$ cat src/rtl/llsc_mem_ctrl.sv
// llsc_mem_ctrl: memory-stage controller for word loads/stores and the LL/SC pair.
// Sequences each access through a registered bus request/acknowledge handshake,
// stalls the pipeline until the access completes and drives the LLbit write port.
// Optional feature: define LLSC_TIMEOUT_EN to add a bus watchdog that aborts
// a BUS wait after TIMEOUT_CYCLES cycles without acknowledge.

module llsc_mem_ctrl #(
  parameter int unsigned TIMEOUT_CYCLES = 16
) (
  input  logic        clk,
  input  logic        rst,
  input  logic        flush,
  input  logic [2:0]  op_i,
  input  logic [4:0]  wd_i,
  input  logic        wreg_i,
  input  logic [31:0] wdata_i,
  input  logic [31:0] addr_i,
  input  logic [31:0] reg2_i,
  input  logic        llbit_i,
  input  logic        wb_llbit_we_i,
  input  logic        wb_llbit_value_i,
  input  logic [31:0] mem_rdata_i,
  input  logic        mem_ack_i,
  output logic [4:0]  wd_o,
  output logic        wreg_o,
  output logic [31:0] wdata_o,
  output logic        llbit_we_o,
  output logic        llbit_value_o,
  output logic        stallreq_o,
  output logic        mem_req_o,
  output logic        mem_we_o,
  output logic [31:0] mem_addr_o,
  output logic [3:0]  mem_sel_o,
  output logic [31:0] mem_wdata_o,
  output logic        exc_misalign_o,
  output logic        bus_err_o
);

  typedef enum logic [1:0] {
    ST_IDLE = 2'd0,
    ST_BUS  = 2'd1,
    ST_DONE = 2'd2
  } state_e;

  localparam logic [2:0] OP_LW = 3'd1;
  localparam logic [2:0] OP_SW = 3'd2;
  localparam logic [2:0] OP_LL = 3'd3;
  localparam logic [2:0] OP_SC = 3'd4;

  state_e      state_q, state_d;
  logic        mem_req_q, mem_req_d;
  logic        mem_we_q, mem_we_d;
  logic [31:0] mem_addr_q, mem_addr_d;
  logic [3:0]  mem_sel_q, mem_sel_d;
  logic [31:0] mem_wdata_q, mem_wdata_d;
  logic [31:0] rdata_q, rdata_d;
  // Operation captured at issue; op_i is not trusted once the access is in flight.
  logic [2:0]  op_q, op_d;

`ifdef LLSC_TIMEOUT_EN
  localparam int unsigned      CNT_W    = (TIMEOUT_CYCLES > 1) ? $clog2(TIMEOUT_CYCLES) : 1;
  localparam logic [CNT_W-1:0] CNT_LAST = CNT_W'(TIMEOUT_CYCLES - 1);

  logic [CNT_W-1:0] cnt_q, cnt_d;
  logic             bus_err_q, bus_err_d;

  assign bus_err_o = bus_err_q;
`else
  assign bus_err_o = 1'b0;
`endif

  // Operation decode and LLbit forwarding from WB.
  logic is_load, is_store, is_mem, is_sc, misalign, llbit_eff, sc_fail;

  assign is_load   = (op_i == OP_LW) || (op_i == OP_LL);
  assign is_store  = (op_i == OP_SW) || (op_i == OP_SC);
  assign is_mem    = is_load || is_store;
  assign is_sc     = (op_i == OP_SC);
  assign misalign  = is_mem && (addr_i[1:0] != 2'b00);
  assign llbit_eff = wb_llbit_we_i ? wb_llbit_value_i : llbit_i;
  assign sc_fail   = is_sc && !llbit_eff;

  assign mem_req_o   = mem_req_q;
  assign mem_we_o    = mem_we_q;
  assign mem_addr_o  = mem_addr_q;
  assign mem_sel_o   = mem_sel_q;
  assign mem_wdata_o = mem_wdata_q;

  // Next-state, bus register updates and combinational pipeline outputs.
  always_comb begin
    // NOTE: every signal written here gets a default first, so no path can leave one unassigned and infer a latch.
    state_d        = state_q;
    mem_req_d      = mem_req_q;
    mem_we_d       = mem_we_q;
    mem_addr_d     = mem_addr_q;
    mem_sel_d      = mem_sel_q;
    mem_wdata_d    = mem_wdata_q;
    rdata_d        = rdata_q;
    op_d           = op_q;
    wd_o           = wd_i;
    wreg_o         = 1'b0;
    wdata_o        = wdata_i;
    llbit_we_o     = 1'b0;
    llbit_value_o  = 1'b0;
    stallreq_o     = 1'b0;
    exc_misalign_o = 1'b0;
`ifdef LLSC_TIMEOUT_EN
    cnt_d          = cnt_q;
    bus_err_d      = 1'b0;
`endif

    if (rst) begin
      // Registers are cleared by the flop reset; only the outputs need forcing.
      wd_o    = '0;
      wdata_o = '0;
    end else if (flush) begin
      // Abort whatever is in flight; a late ack then finds the FSM in IDLE.
      state_d   = ST_IDLE;
      mem_req_d = 1'b0;
    end else begin
      case (state_q)
        ST_IDLE: begin
`ifdef LLSC_TIMEOUT_EN
          if (bus_err_q) begin
            // Watchdog abort cycle: the timed-out op is dropped, not retried.
            wreg_o = 1'b0;
          end else
`endif
          if (!is_mem) begin
            wreg_o = wreg_i;
          end else if (misalign) begin
            exc_misalign_o = 1'b1;
          end else if (sc_fail) begin
            // Failed SC completes at once with result 0 and no bus traffic.
            wreg_o  = wreg_i;
            wdata_o = '0;
          end else begin
            stallreq_o  = 1'b1;
            mem_req_d   = 1'b1;
            mem_we_d    = is_store;
            mem_addr_d  = addr_i;
            mem_sel_d   = 4'b1111;
            mem_wdata_d = reg2_i;
            op_d        = op_i;
            state_d     = ST_BUS;
`ifdef LLSC_TIMEOUT_EN
            cnt_d       = '0;
`endif
          end
        end

        ST_BUS: begin
          stallreq_o = 1'b1;
          if (mem_ack_i) begin
            mem_req_d = 1'b0;
            if ((op_q == OP_LW) || (op_q == OP_LL)) begin
              rdata_d = mem_rdata_i;
            end
            state_d = ST_DONE;
          end
`ifdef LLSC_TIMEOUT_EN
          else if (cnt_q == CNT_LAST) begin
            mem_req_d = 1'b0;
            bus_err_d = 1'b1;
            state_d   = ST_IDLE;
          end else begin
            cnt_d = cnt_q + CNT_W'(1);
          end
`endif
        end

        ST_DONE: begin
          wreg_o  = wreg_i;
          state_d = ST_IDLE;
          case (op_q)
            OP_LW: begin
              wdata_o = rdata_q;
            end
            OP_LL: begin
              wdata_o       = rdata_q;
              llbit_we_o    = 1'b1;
              llbit_value_o = 1'b1;
            end
            OP_SC: begin
              wdata_o       = 32'd1;
              llbit_we_o    = 1'b1;
              llbit_value_o = 1'b0;
            end
            default: begin
              wdata_o = wdata_i;
            end
          endcase
        end

        default: begin
          state_d = ST_IDLE;
        end
      endcase
    end
  end

  // State and bus-side registers with synchronous reset.
  always_ff @(posedge clk) begin
    if (rst) begin
      state_q     <= ST_IDLE;
      mem_req_q   <= 1'b0;
      mem_we_q    <= 1'b0;
      mem_addr_q  <= '0;
      mem_sel_q   <= '0;
      mem_wdata_q <= '0;
      rdata_q     <= '0;
      op_q        <= '0;
`ifdef LLSC_TIMEOUT_EN
      cnt_q       <= '0;
      bus_err_q   <= 1'b0;
`endif
    end else begin
      // NOTE: non-blocking assignments so every flop samples pre-edge values regardless of statement order.
      state_q     <= state_d;
      mem_req_q   <= mem_req_d;
      mem_we_q    <= mem_we_d;
      mem_addr_q  <= mem_addr_d;
      mem_sel_q   <= mem_sel_d;
      mem_wdata_q <= mem_wdata_d;
      rdata_q     <= rdata_d;
      op_q        <= op_d;
`ifdef LLSC_TIMEOUT_EN
      cnt_q       <= cnt_d;
      bus_err_q   <= bus_err_d;
`endif
    end
  end

endmodule

$ cat config.mk
export PLATFORM = sky130hd
export DESIGN_NAME = llsc_mem_ctrl
export DESIGN_NICKNAME = d
export VERILOG_FILES = /design/src/rtl/llsc_mem_ctrl.sv
export SDC_FILE = /design/constraint.sdc
export NUM_CORES = 1
export LEC_CHECK = 0
export BUFFER_PORTS_ARGS = -buffer_cell sky130_fd_sc_hd__buf_2
export CORE_UTILIZATION = 48
export DETAILED_ROUTE_END_ITERATION = 6
export PLACE_DENSITY_LB_ADDON = 0.08
export SYNTH_ARGS = -nofsm -noshare
export SYNTH_HDL_FRONTEND = slang
export SYNTH_SLANG_ARGS = --single-unit
$ cat constraint.sdc
create_clock -name clk -period 3.1 [get_ports clk]
set_input_delay 0.62 -clock clk [delete_from_list [all_inputs] [get_ports clk]]
set_output_delay 0.62 -clock clk [all_outputs]
set_load 0.01 [all_outputs]
==> results by group <==
Floorplanning
  • Core Rows: 34
  • Initial core utilization: 0.5062
  • IO Pins: 257
  • Chip height: 98.83 um
  • Die span in x: 98.83 um
  • Area of the core: 0.008891 sq mm
  • Area of the die: 0.009767 sq mm

Drt
  • DRT Pass-1 Iters: 5
  • Top Metal Used: met4
  • Routed WL: 13.60 mm
  • Vias: 4,865
  • Met2 WL: 6.886 mm
  • DR DRC count: 0
  • Final ANT Viol Nets: 0
  • Routed wl met3: 1.032 mm
  • DR WL/cell: 15.19 um
  • Via density: 5.436
  • Starting DRC count in detailed routing: 193
  • M1 wire length: 5.367 mm

Timing
  • Max Clock Freq: 0.3453 GHz
  • Worst setup margin: 204.0 ps
  • Setup total negative slack: 0 ps
  • Final worst path period share: 0.9342
  • Fin crit period: 2896 ps
  • RSZ-0062 raised after global routing: false
  • Final Hold Viols: 0
  • Layout Skew: 10.35 ps
  • Pins over their slew limit: 0
  • Slew @ Worst Pin: 1057 ps
  • Slew HR: 0.2952
  • Final Setup Violations: 0

Finish
  • Layout cells sized above 1: 0.3710
  • Fillers: 821
  • FF/Latch Area: 0.002082 sq mm
  • Ant. Diodes: 0
  • Fin nets: 926
  • Multi-input logic area: 0.002113 sq mm
  • Layout area overhead: 31.19%

Clock network
  • Clock transition at path regs: 100 ps
  • CTS Buf Count: 9
  • Hold_buf cts: 0
  • H-tree depth: 3
  • Clock sinks: 104
  • Post-cts resize count: 0
  • Root Driver: clkbuf_8
  • Clock tree buffer depth: 2
  • Worst skew pair latency: 360 ps
  • CTS tree: yes
  • Setup bufs post-CTS: 0

Min path
  • Hold Crit Class: reg2reg
  • Hold Startpoint: rdata_q[27]$_SDFFE_PP0P_

Synth
  • Synth top area share: 0.4626
  • Post-synthesis sequential area ratio: 0.4626
  • Leading area contributor after synthesis: dfxtp_1
  • Post-Syn Instances: 564
  • Mapped Avg Cell Area: 7.980 sq um
  • Area contributors post-synth: dfxtp_1, a21oi_1, nand3_1
  • Ys Warns: 0
  • Syn Std Cell Area: 0.004501 sq mm
  • Number of distinct library cells after synthesis: 46
  • Syn Nets: 708
  • FF+latch count, synth: 104

Global routing
  • GRT Residual Overflow: 0
  • Largest net degree at the start of global routing: 68
  • First-pass GRT wire length: 21.44 mm
  • Number of global-route vias before repair: 4,522
  • Total track usage: 0.2738
  • Antenna violations before repair: 0

Placed design
  • Routability Congestion: 0.7864
  • PortBufs: 255
  • Dpl hpwl: 9.660 mm
  • Pre-CTS WS: 364.2 ps

Setup path
  • Setup crit end kind: output port
  • WS Path Type: reg2out
  • CP Launch Point: op_q[2]$_SDFFE_PP0P_
  • Crit path launch type: flop
  • Worst Path Max Fanout: 16
  • CP required: 2480 ps
  • Worst r2r src: state_q[0]$_SDFFE_PP0P_
  • Arr. time, crit path: 2280 ps

Run
  • Max-cap violation count: 0

Status
  • Outcome: complete, no violations

Pwr
  • Final Power: 2.470 mW
  • Worst vdd ir: 0.0002403 V
  • Pwr dens: 418.4 mW/mm^2
  • Leak Pwr: 2.614 nW
[report_power, final]
part           switching [mW]  internal, mW  leakage (nW)
Sequential            0.00972          1.35         0.840
Combinational           0.191         0.143          1.69
Clock                   0.474         0.299        0.0827
[cells in the mapped netlist (all sizes together)]
cell type / count
nor4: 3
nand3b: 1
a22o: 16
a311oi: 1
o21a: 3
nand2: 66
or3b: 2
or4: 1
nand2b: 2
nor2: 22
a31oi: 2
xor2: 1
or2: 1
conb: 1
o31ai: 1
a211o: 1
buf: 34
o21bai: 1
a2111oi: 1
and2: 2
dfxtp: 104
nor4b: 1
nor3: 4
mux2i: 1
nor3b: 2
a211oi: 1
nand3: 66
a22oi: 15
clkbuf: 26
inv: 4
o21ai: 67
or3: 1
a21oi: 101
o211a: 1
a21boi: 1
nor2b: 6
a41o: 1
[worst max-delay path, stage by stage, from the launching register on]
cell and delay [ps]:
dfxtp_1 370, nand2b_1 390, a311oi_1 190, a21oi_2 580, a22o_1 230, buf_2 140
[sequential cells by signal, summed over array words and instances (netlist names)]
register,flops
mem_addr_o,32
mem_wdata_o,32
rdata_q,32
op_q,3
state_q,2
mem_req_o,1
mem_sel_o,1
mem_we_o,1
[per-layer routing]
metal,vias up,GRT usage
li1,2421,-
met1,2235,0.3175
met2,182,0.4777
met3,27,0.07518
met4,0,0.1102
met5,-,0
[through the flow]
step	area [sq um]	hold WS (ps)	utilization	instances
after global routing	5904	472.5	0.6641	895
final	5904	460.1	0.6641	895
after CTS	5904	464.3	0.6641	895
after floorplan	4501	436.0	-	564
after global placement	5727	444.0	0.6441	879
after detailed placement	5727	450.7	0.6441	879
[area by class of cell]
class | instances | share of cell area
Multi-Input combinational cell | 396 | 0.3579
Sequential cell | 104 | 0.3526
Timing Repair Buffer | 267 | 0.2339
Tap cell | 108 | 0.02289
Clock buffer | 9 | 0.02098
Clock inverter | 7 | 0.009112
Inverter | 4 | 0.002543
[cell families after synthesis]
| family | share of synthesized area |
|---|---|
| compound gates | 0.2694 |
| xor+xnor | 0.001946 |
| buf+inv | 0.07256 |
| flops | 0.4626 |
| mux | 0.002224 |
| other cells | 0.0008332 |
| simple gates | 0.1904 |
[path summary, 6_finish.rpt]
path | to | slack [ps] | cells past startpoint
max | wdata_o[2] | 200 | 5
min reg2reg | rdata_q[27]$_SDFFE_PP0P_ | 460 | 2
min | rdata_q[27]$_SDFFE_PP0P_ | 460 | 2
max reg2reg | rdata_q[1]$_SDFFE_PP0P_ | 950 | 4
[cell usage in the layout (no fill, tap or decap), drive strengths merged, types with 3 or more instances in the layout]
| master | instances |
|---|---|
| clkbuf | 9 |
| nor3 | 4 |
| dfxtp | 104 |
| o21ai | 67 |
| a22o | 16 |
| nand2 | 66 |
| nor4 | 3 |
| o21a | 3 |
| buf | 267 |
| nor2b | 6 |
| a21oi | 101 |
| nor2 | 22 |
| clkinvlp | 3 |
| a22oi | 15 |
| nand3 | 66 |
| inv | 7 |
(Power assumes the default switching activity.)
